$ cat src/rtl/ssd_scan_reader.sv
// ssd_scan_reader: watches two multiplexed 2-digit seven-segment buses
// and recovers the four displayed digits as BCD, with per-digit valid,
// a frame strobe and a sticky undecodable-pattern flag.
// A (seg_en, segments) sample must stay unchanged for SETTLE cycles before
// it is captured, so short glitches and scan transitions are ignored.
// SETTLE must be at least 2.
module ssd_scan_reader #(
  parameter int SETTLE     = 16,
  parameter int TIMEOUT    = 65536,
  parameter bit SEG_ACT_LO = 1'b0
) (
  input  logic       clk,
  input  logic       rst,
  input  logic [1:0] seg_en,
  input  logic [6:0] seg_ab,
  input  logic [6:0] seg_cd,
  output logic [3:0] digit_a,
  output logic [3:0] digit_b,
  output logic [3:0] digit_c,
  output logic [3:0] digit_d,
  output logic [3:0] valid,
  output logic       frame,
  output logic       err
);

  localparam int SW = $clog2(SETTLE + 1);
  localparam int TW = $clog2(TIMEOUT + 1);
  // Entering CAPTURE coincides with the settle counter reaching SETTLE-1.
  localparam logic [SW-1:0] SETTLE_PRE = SW'(SETTLE - 2);
  localparam logic [TW-1:0] TO_LAST    = TW'(TIMEOUT - 1);
  localparam logic [TW-1:0] TO_MAX     = TW'(TIMEOUT);

  typedef enum logic [1:0] {TRACK, CAPTURE, HOLD} lane_state_t;

  // Returns {ok, bcd}; blank (all segments off) decodes to 4'hF.
  function automatic logic [4:0] dec7(input logic [6:0] s);
    case (s)
      7'h3F:   dec7 = {1'b1, 4'd0};
      7'h06:   dec7 = {1'b1, 4'd1};
      7'h5B:   dec7 = {1'b1, 4'd2};
      7'h4F:   dec7 = {1'b1, 4'd3};
      7'h66:   dec7 = {1'b1, 4'd4};
      7'h6D:   dec7 = {1'b1, 4'd5};
      7'h7D:   dec7 = {1'b1, 4'd6};
      7'h07:   dec7 = {1'b1, 4'd7};
      7'h7F:   dec7 = {1'b1, 4'd8};
      7'h6F:   dec7 = {1'b1, 4'd9};
      7'h00:   dec7 = {1'b1, 4'hF};
      default: dec7 = {1'b0, 4'h0};
    endcase
  endfunction

  logic [1:0] en_p0, en_p1;
  logic [6:0] ab_p0, ab_p1;
  logic [6:0] cd_p0, cd_p1;

  // Stage p0/p1: two-flop synchronizer on every pin.
  always_ff @(posedge clk) begin
    if (rst) begin
      en_p0 <= '0;
      en_p1 <= '0;
      ab_p0 <= '0;
      ab_p1 <= '0;
      cd_p0 <= '0;
      cd_p1 <= '0;
    end else begin
      en_p0 <= seg_en;
      en_p1 <= en_p0;
      ab_p0 <= seg_ab;
      ab_p1 <= ab_p0;
      cd_p0 <= seg_cd;
      cd_p1 <= cd_p0;
    end
  end

  // Lane sample = {digit select, active-high segments}.
  logic [7:0] samp [2];

  // Polarity correction after the synchronizer, per lane.
  always_comb begin
    samp[0] = {en_p1[0], (SEG_ACT_LO ? ~ab_p1 : ab_p1)};
    samp[1] = {en_p1[1], (SEG_ACT_LO ? ~cd_p1 : cd_p1)};
  end

  lane_state_t   state_q [2];
  logic [7:0]    prev_q  [2];
  logic [SW-1:0] cnt_q   [2];

  // Lane FSM: any sample change restarts settling; a stable interval is captured once.
  always_ff @(posedge clk) begin
    if (rst) begin
      for (int l = 0; l < 2; l++) begin
        state_q[l] <= TRACK;
        prev_q[l]  <= '0;
        cnt_q[l]   <= '0;
      end
    end else begin
      for (int l = 0; l < 2; l++) begin
        prev_q[l] <= samp[l];
        if (samp[l] != prev_q[l]) begin
          state_q[l] <= TRACK;
          cnt_q[l]   <= '0;
        end else begin
          case (state_q[l])
            TRACK: begin
              cnt_q[l] <= cnt_q[l] + 1'b1;
              if (cnt_q[l] == SETTLE_PRE) state_q[l] <= CAPTURE;
            end
            CAPTURE: state_q[l] <= HOLD;
            HOLD:    state_q[l] <= HOLD;
            default: state_q[l] <= TRACK;
          endcase
        end
      end
    end
  end

  logic [1:0] cap;
  logic [1:0] ok;
  logic [3:0] dec_val [2];
  logic [3:0] wr;
  logic [3:0] wr_val  [4];

  // Decode the stable lane samples and steer each capture to its digit slot.
  always_comb begin
    for (int l = 0; l < 2; l++) begin
      cap[l]     = (state_q[l] == CAPTURE);
      ok[l]      = dec7(prev_q[l][6:0])[4];
      dec_val[l] = dec7(prev_q[l][6:0])[3:0];
    end
    wr[0]     = cap[0] & ok[0] &  prev_q[0][7];
    wr[1]     = cap[0] & ok[0] & ~prev_q[0][7];
    wr[2]     = cap[1] & ok[1] &  prev_q[1][7];
    wr[3]     = cap[1] & ok[1] & ~prev_q[1][7];
    wr_val[0] = dec_val[0];
    wr_val[1] = dec_val[0];
    wr_val[2] = dec_val[1];
    wr_val[3] = dec_val[1];
  end

  logic [3:0]    digit_q [4];
  logic [TW-1:0] to_q    [4];
  logic [3:0]    valid_q;
  logic [3:0]    fresh_q;
  logic          frame_q;
  logic          err_q;

  // Digit registers, staleness timeouts, frame tracking and sticky error.
  always_ff @(posedge clk) begin
    if (rst) begin
      for (int i = 0; i < 4; i++) begin
        digit_q[i] <= '0;
        to_q[i]    <= '0;
      end
      valid_q <= '0;
      fresh_q <= '0;
      frame_q <= 1'b0;
      err_q   <= 1'b0;
    end else begin
      for (int i = 0; i < 4; i++) begin
        if (wr[i]) begin
          digit_q[i] <= wr_val[i];
          valid_q[i] <= 1'b1;
          to_q[i]    <= '0;
        end else if (to_q[i] != TO_MAX) begin
          to_q[i] <= to_q[i] + 1'b1;
          if (to_q[i] == TO_LAST) valid_q[i] <= 1'b0;
        end
      end
      if (|(cap & ~ok)) err_q <= 1'b1;
      if ((fresh_q | wr) == 4'hF) begin
        fresh_q <= '0;
        frame_q <= 1'b1;
      end else begin
        fresh_q <= fresh_q | wr;
        frame_q <= 1'b0;
      end
    end
  end

  assign digit_a = digit_q[0];
  assign digit_b = digit_q[1];
  assign digit_c = digit_q[2];
  assign digit_d = digit_q[3];
  assign valid   = valid_q;
  assign frame   = frame_q;
  assign err     = err_q;

endmodule

$ cat config.mk
export PLATFORM = sky130hd
export DESIGN_NAME = ssd_scan_reader
export DESIGN_NICKNAME = d
export VERILOG_FILES = /design/src/rtl/ssd_scan_reader.sv
export SDC_FILE = /design/constraint.sdc
export NUM_CORES = 1
export LEC_CHECK = 0
export ABC_AREA = 1
export BUFFER_PORTS_ARGS = -buffer_cell sky130_fd_sc_hd__buf_4
export CORE_MARGIN = 2
export CORE_UTILIZATION = 35
export CTS_BUF_LIST = sky130_fd_sc_hd__clkbuf_4 sky130_fd_sc_hd__clkbuf_8 sky130_fd_sc_hd__clkbuf_16
export DETAILED_ROUTE_END_ITERATION = 8
export MAX_ROUTING_LAYER = met4
export PLACE_DENSITY_LB_ADDON = 0.25
export SLEW_MARGIN = 10
export SYNTH_ARGS = -nofsm -noshare
export SYNTH_HDL_FRONTEND = slang
export SYNTH_SLANG_ARGS = --single-unit
$ cat constraint.sdc
create_clock -name clk -period 2.2 [get_ports clk]
set_input_delay 0.33 -clock clk [delete_from_list [all_inputs] [get_ports clk]]
set_output_delay 0.33 -clock clk [all_outputs]
set_load 0.005 [all_outputs]
==> out/metrics.cfg <==
[status]
outcome = completed

[floorplanning]
die-area_mm2 = 0.0231
initial_core_util = 0.354
io_pins = 40
rows = 54
core-area_mm2 = 0.0217
die_w_um = 152
die_y_um = 152

[sta]
layout_setup_ws_ps = 72.1
fin_tns_setup_ps = 0
fin_crit_sh = 0.967
worst_slew_pin_slew_ps = 860
drv_slew = 0
clock_skew_ps = 11.4
rsz0062_at_grt = true
fin_crit_ps = 2130
slew_headroom = 0.421
setup_violations = 0
finalHoldViolations = 0
fmax_mhz = 470

[drt]
avgRoutedWirePerCell_um = 11.3
viasPerCell = 4.51
drt_wl_total_um = 13800
drcViolationCount = 0
vias = 5481
firstDrtPassIters = 5
antenna_left = 0
drt_iter0_markers = 396

[power_and_ir_drop]
clkPwrFrac = 0.453
combPwrFrac = 0.057
seqPwrFrac = 0.490
p_leak_nw = 3.76
totalPowerFinal_mw = 6.63
peakVddDrop_mv = 0.566
switching_power_mw = 1.44
switching_share = 0.217
power.internal_mw = 5.20
pwr_density_cell_mw_per_mm2 = 733

[logic_synthesis]
seq_area_frac_synth = 0.535
ys_warn_count = 0
ys_top_cells_by_area = edfxtp_1 38%, dfxtp_1 15%, nor2_1 8.5%
async_reset_ff_frac = 0
ys_ff_latch = 156
synth_area_per_cell_um2 = 8.93
yosysTopAreaCell = edfxtp_1
ys_types = 37
synthesis.instances = 859
synth_top_area_frac = 0.383
synth-edff-count = 98
synthFlopType = edfxtp_1
syn_nets = 893
synth.cell_area_mm2 = 0.00767

[clocking]
clkSlewWorstSetupHoldPaths_ps = 60
cts_root_buf = clkbuf_16
clk_latency_ps = 420
cts_buffers = 17
cts_tree = done
clock_path_buffers = 2
cts_hold_buf = 0
numClockSinks = 156
htreeDepth = 4

[placement]
placed_area_mm2 = 0.00836
gp_congestion = 0.806
io_buffers = 39
dpl.hpwl_um = 9760
dp_slack_ps = 95.4

[cells_and_area]
drive_gt1_frac = 0.151
antenna_cells = 0
fin_area_mm2 = 0.00904
final_core_util = 0.417
syn_to_final_growth_pct = 17.8
fill_cells = 2116
fin_nets = 957

[setup_path]
startpoint_type = flop
regToRegStartpoint = to_q[1][0]$_SDFFCE_PN0P_
arrival_ps = 2400
startpoint = to_q[1][0]$_SDFFCE_PN0P_
r2r_slack_ps = 70
cp-end-kind = flop
cp-endpoint = to_q[1][16]$_SDFFCE_PN0P_
critPathRequiredTime_ps = 2470
critPathKind = reg2reg
r2r_cells = 11
r2r_end = to_q[1][16]$_SDFFCE_PN0P_
cp_max_fo = 3

[global_routing]
globalRouteOverflowTotal = 0
grt_start_max_net_pins = 47
grt_pass1_vias = 5086
grt_pass1_wl_um = 23100
grt_usage = 0.123
antenna_found_initial = 0

[min_path]
hold_class = in2reg

[run]
drv_cap = 0

-- worst min-delay path by stage --
stage,from,end,slack [ps],cells past startpoint
2_1_floorplan,ab_p0[0]$_SDFF_PP0_,ab_p1[0]$_SDFF_PP0_,390,2
3_3_place_gp,cd_p0[3]$_SDFF_PP0_,cd_p1[3]$_SDFF_PP0_,390,2
3_5_place_dp,ab_p0[2]$_SDFF_PP0_,ab_p1[2]$_SDFF_PP0_,390,2
4_1_cts,seg_cd[0],cd_p0[0]$_SDFF_PP0_,90,3
5_1_grt,seg_ab[4],ab_p0[4]$_SDFF_PP0_,100,3
6_report,seg_ab[5],ab_p0[5]$_SDFF_PP0_,110,3
-- cells in the final DEF (no fill, tap or decap), types with 3 or more instances in the layout --
master / instances
nor3_1: 27
nor4_1: 18
nor4_2: 4
nand3_2: 4
clkbuf_16: 22
a21oi_1: 15
nand2_2: 5
nand2_1: 127
nand3_4: 7
nor3_2: 6
inv_1: 146
xor2_1: 26
edfxtp_1: 98
inv_2: 3
xnor2_1: 16
nor3b_1: 11
nor2_2: 9
a21oi_2: 4
clkbuf_4: 3
or2_2: 3
buf_4: 57
nand4_1: 21
ha_1: 16
nand3_1: 31
o21ai_0: 5
dfxtp_1: 58
nor2_1: 171
or2_4: 4
-- layer usage --
metal  routed length (um)  vias to the layer above  track usage
met5                    0                        -            -
met2                 6320                       74        0.196
met1                 6950                     2500        0.157
met3                  330                       11       0.0277
met4                  159                        0       0.0387
li1                     -                     2896            -
-- Yosys cell counts, types with 2 or more instances --
master,count
nor3_2,6
nor4_1,21
a21oi_1,15
a21oi_2,4
nor3_1,27
nand4_1,21
nand3b_1,2
edfxtp_1,98
o31ai_1,2
inv_1,146
dfxtp_1,58
inv_2,3
o21ai_0,5
nand2_2,5
nand2_1,127
buf_6,4
nor2_1,173
or2_2,7
nor2_2,7
nand3_4,7
clkbuf_1,7
nand3_2,3
nor3b_1,11
xnor2_1,16
nand3_1,32
ha_1,16
xor2_1,26
-- worst max-delay path, stage by stage, from the launching register on --
cell and delay, ps:
edfxtp_1 370, ha_1 180, nand2_1 60, inv_1 70, nand2_1 80, nor2_2 140, nand4_1 170, nor2_2 150
nand4_1 150, nor4_2 260, ha_1 270, nor2_1 100
-- logic make-up (layout without fill, tap and decap cells) --
family | count (synthesis) | count (layout) | synth area share
fa+ha+maj | 16 | 16 | 0.0261
buf+inv | 161 | 238 | 0.0827
compound gates | 29 | 29 | 0.0228
simple gates | 455 | 455 | 0.286
xor+xnor | 42 | 42 | 0.0479
flops | 156 | 156 | 0.535
-- sequential cells by signal (all words and copies together), names as in the netlist --
register / flops
ab_p0: 7
ab_p1: 7
cd_p0: 7
cd_p1: 7
cnt_q: 10
digit_q: 16
en_p0: 2
en_p1: 2
err: 1
frame: 1
fresh_q: 4
prev_q: 16
state_q: 4
to_q: 68
valid: 4
-- through the flow --
| step | cells | hold slack (ps) |
|---|---|---|
| 6_report | 1216 | 111 |
| 2_1_floorplan | 859 | 388 |
| 5_1_grt | 1216 | 104 |
| 4_1_cts | 1213 | 89.8 |
| 3_3_place_gp | 1181 | 391 |
| 3_5_place_dp | 1181 | 393 |
-- layout make-up --
cell class | instances | area, um^2 | share of cell area
clock buffers | 26 | 587 | 0.0649
clock inverters | 6 | 40.0 | 0.00443
inverters | 149 | 559 | 0.0618
multi-input cells | 542 | 2980 | 0.329
flip-flops and latches | 156 | 4100 | 0.454
well taps | 280 | 350 | 0.0387
repair buffers | 57 | 428 | 0.0473
-- power by group through the flow --
stage | clock, mW | sequential (mW) | combinational (mW)
5_1_grt | 3.19 | 3.26 | 0.432
3_5_place_dp | 0 | 3.32 | 0.380
3_3_place_gp | 0 | 3.31 | 0.377
2_1_floorplan | 0 | 3.30 | 0.262
6_report | 3.00 | 3.25 | 0.377
4_1_cts | 3.08 | 3.25 | 0.382
-- timing repair --
action / CTS / global route
resized for setup: 0 / 10
buffers inserted: 0 / 3
setup endpoints to repair: 0 / 77
Note: power is estimated with default switching activity, not from simulation.
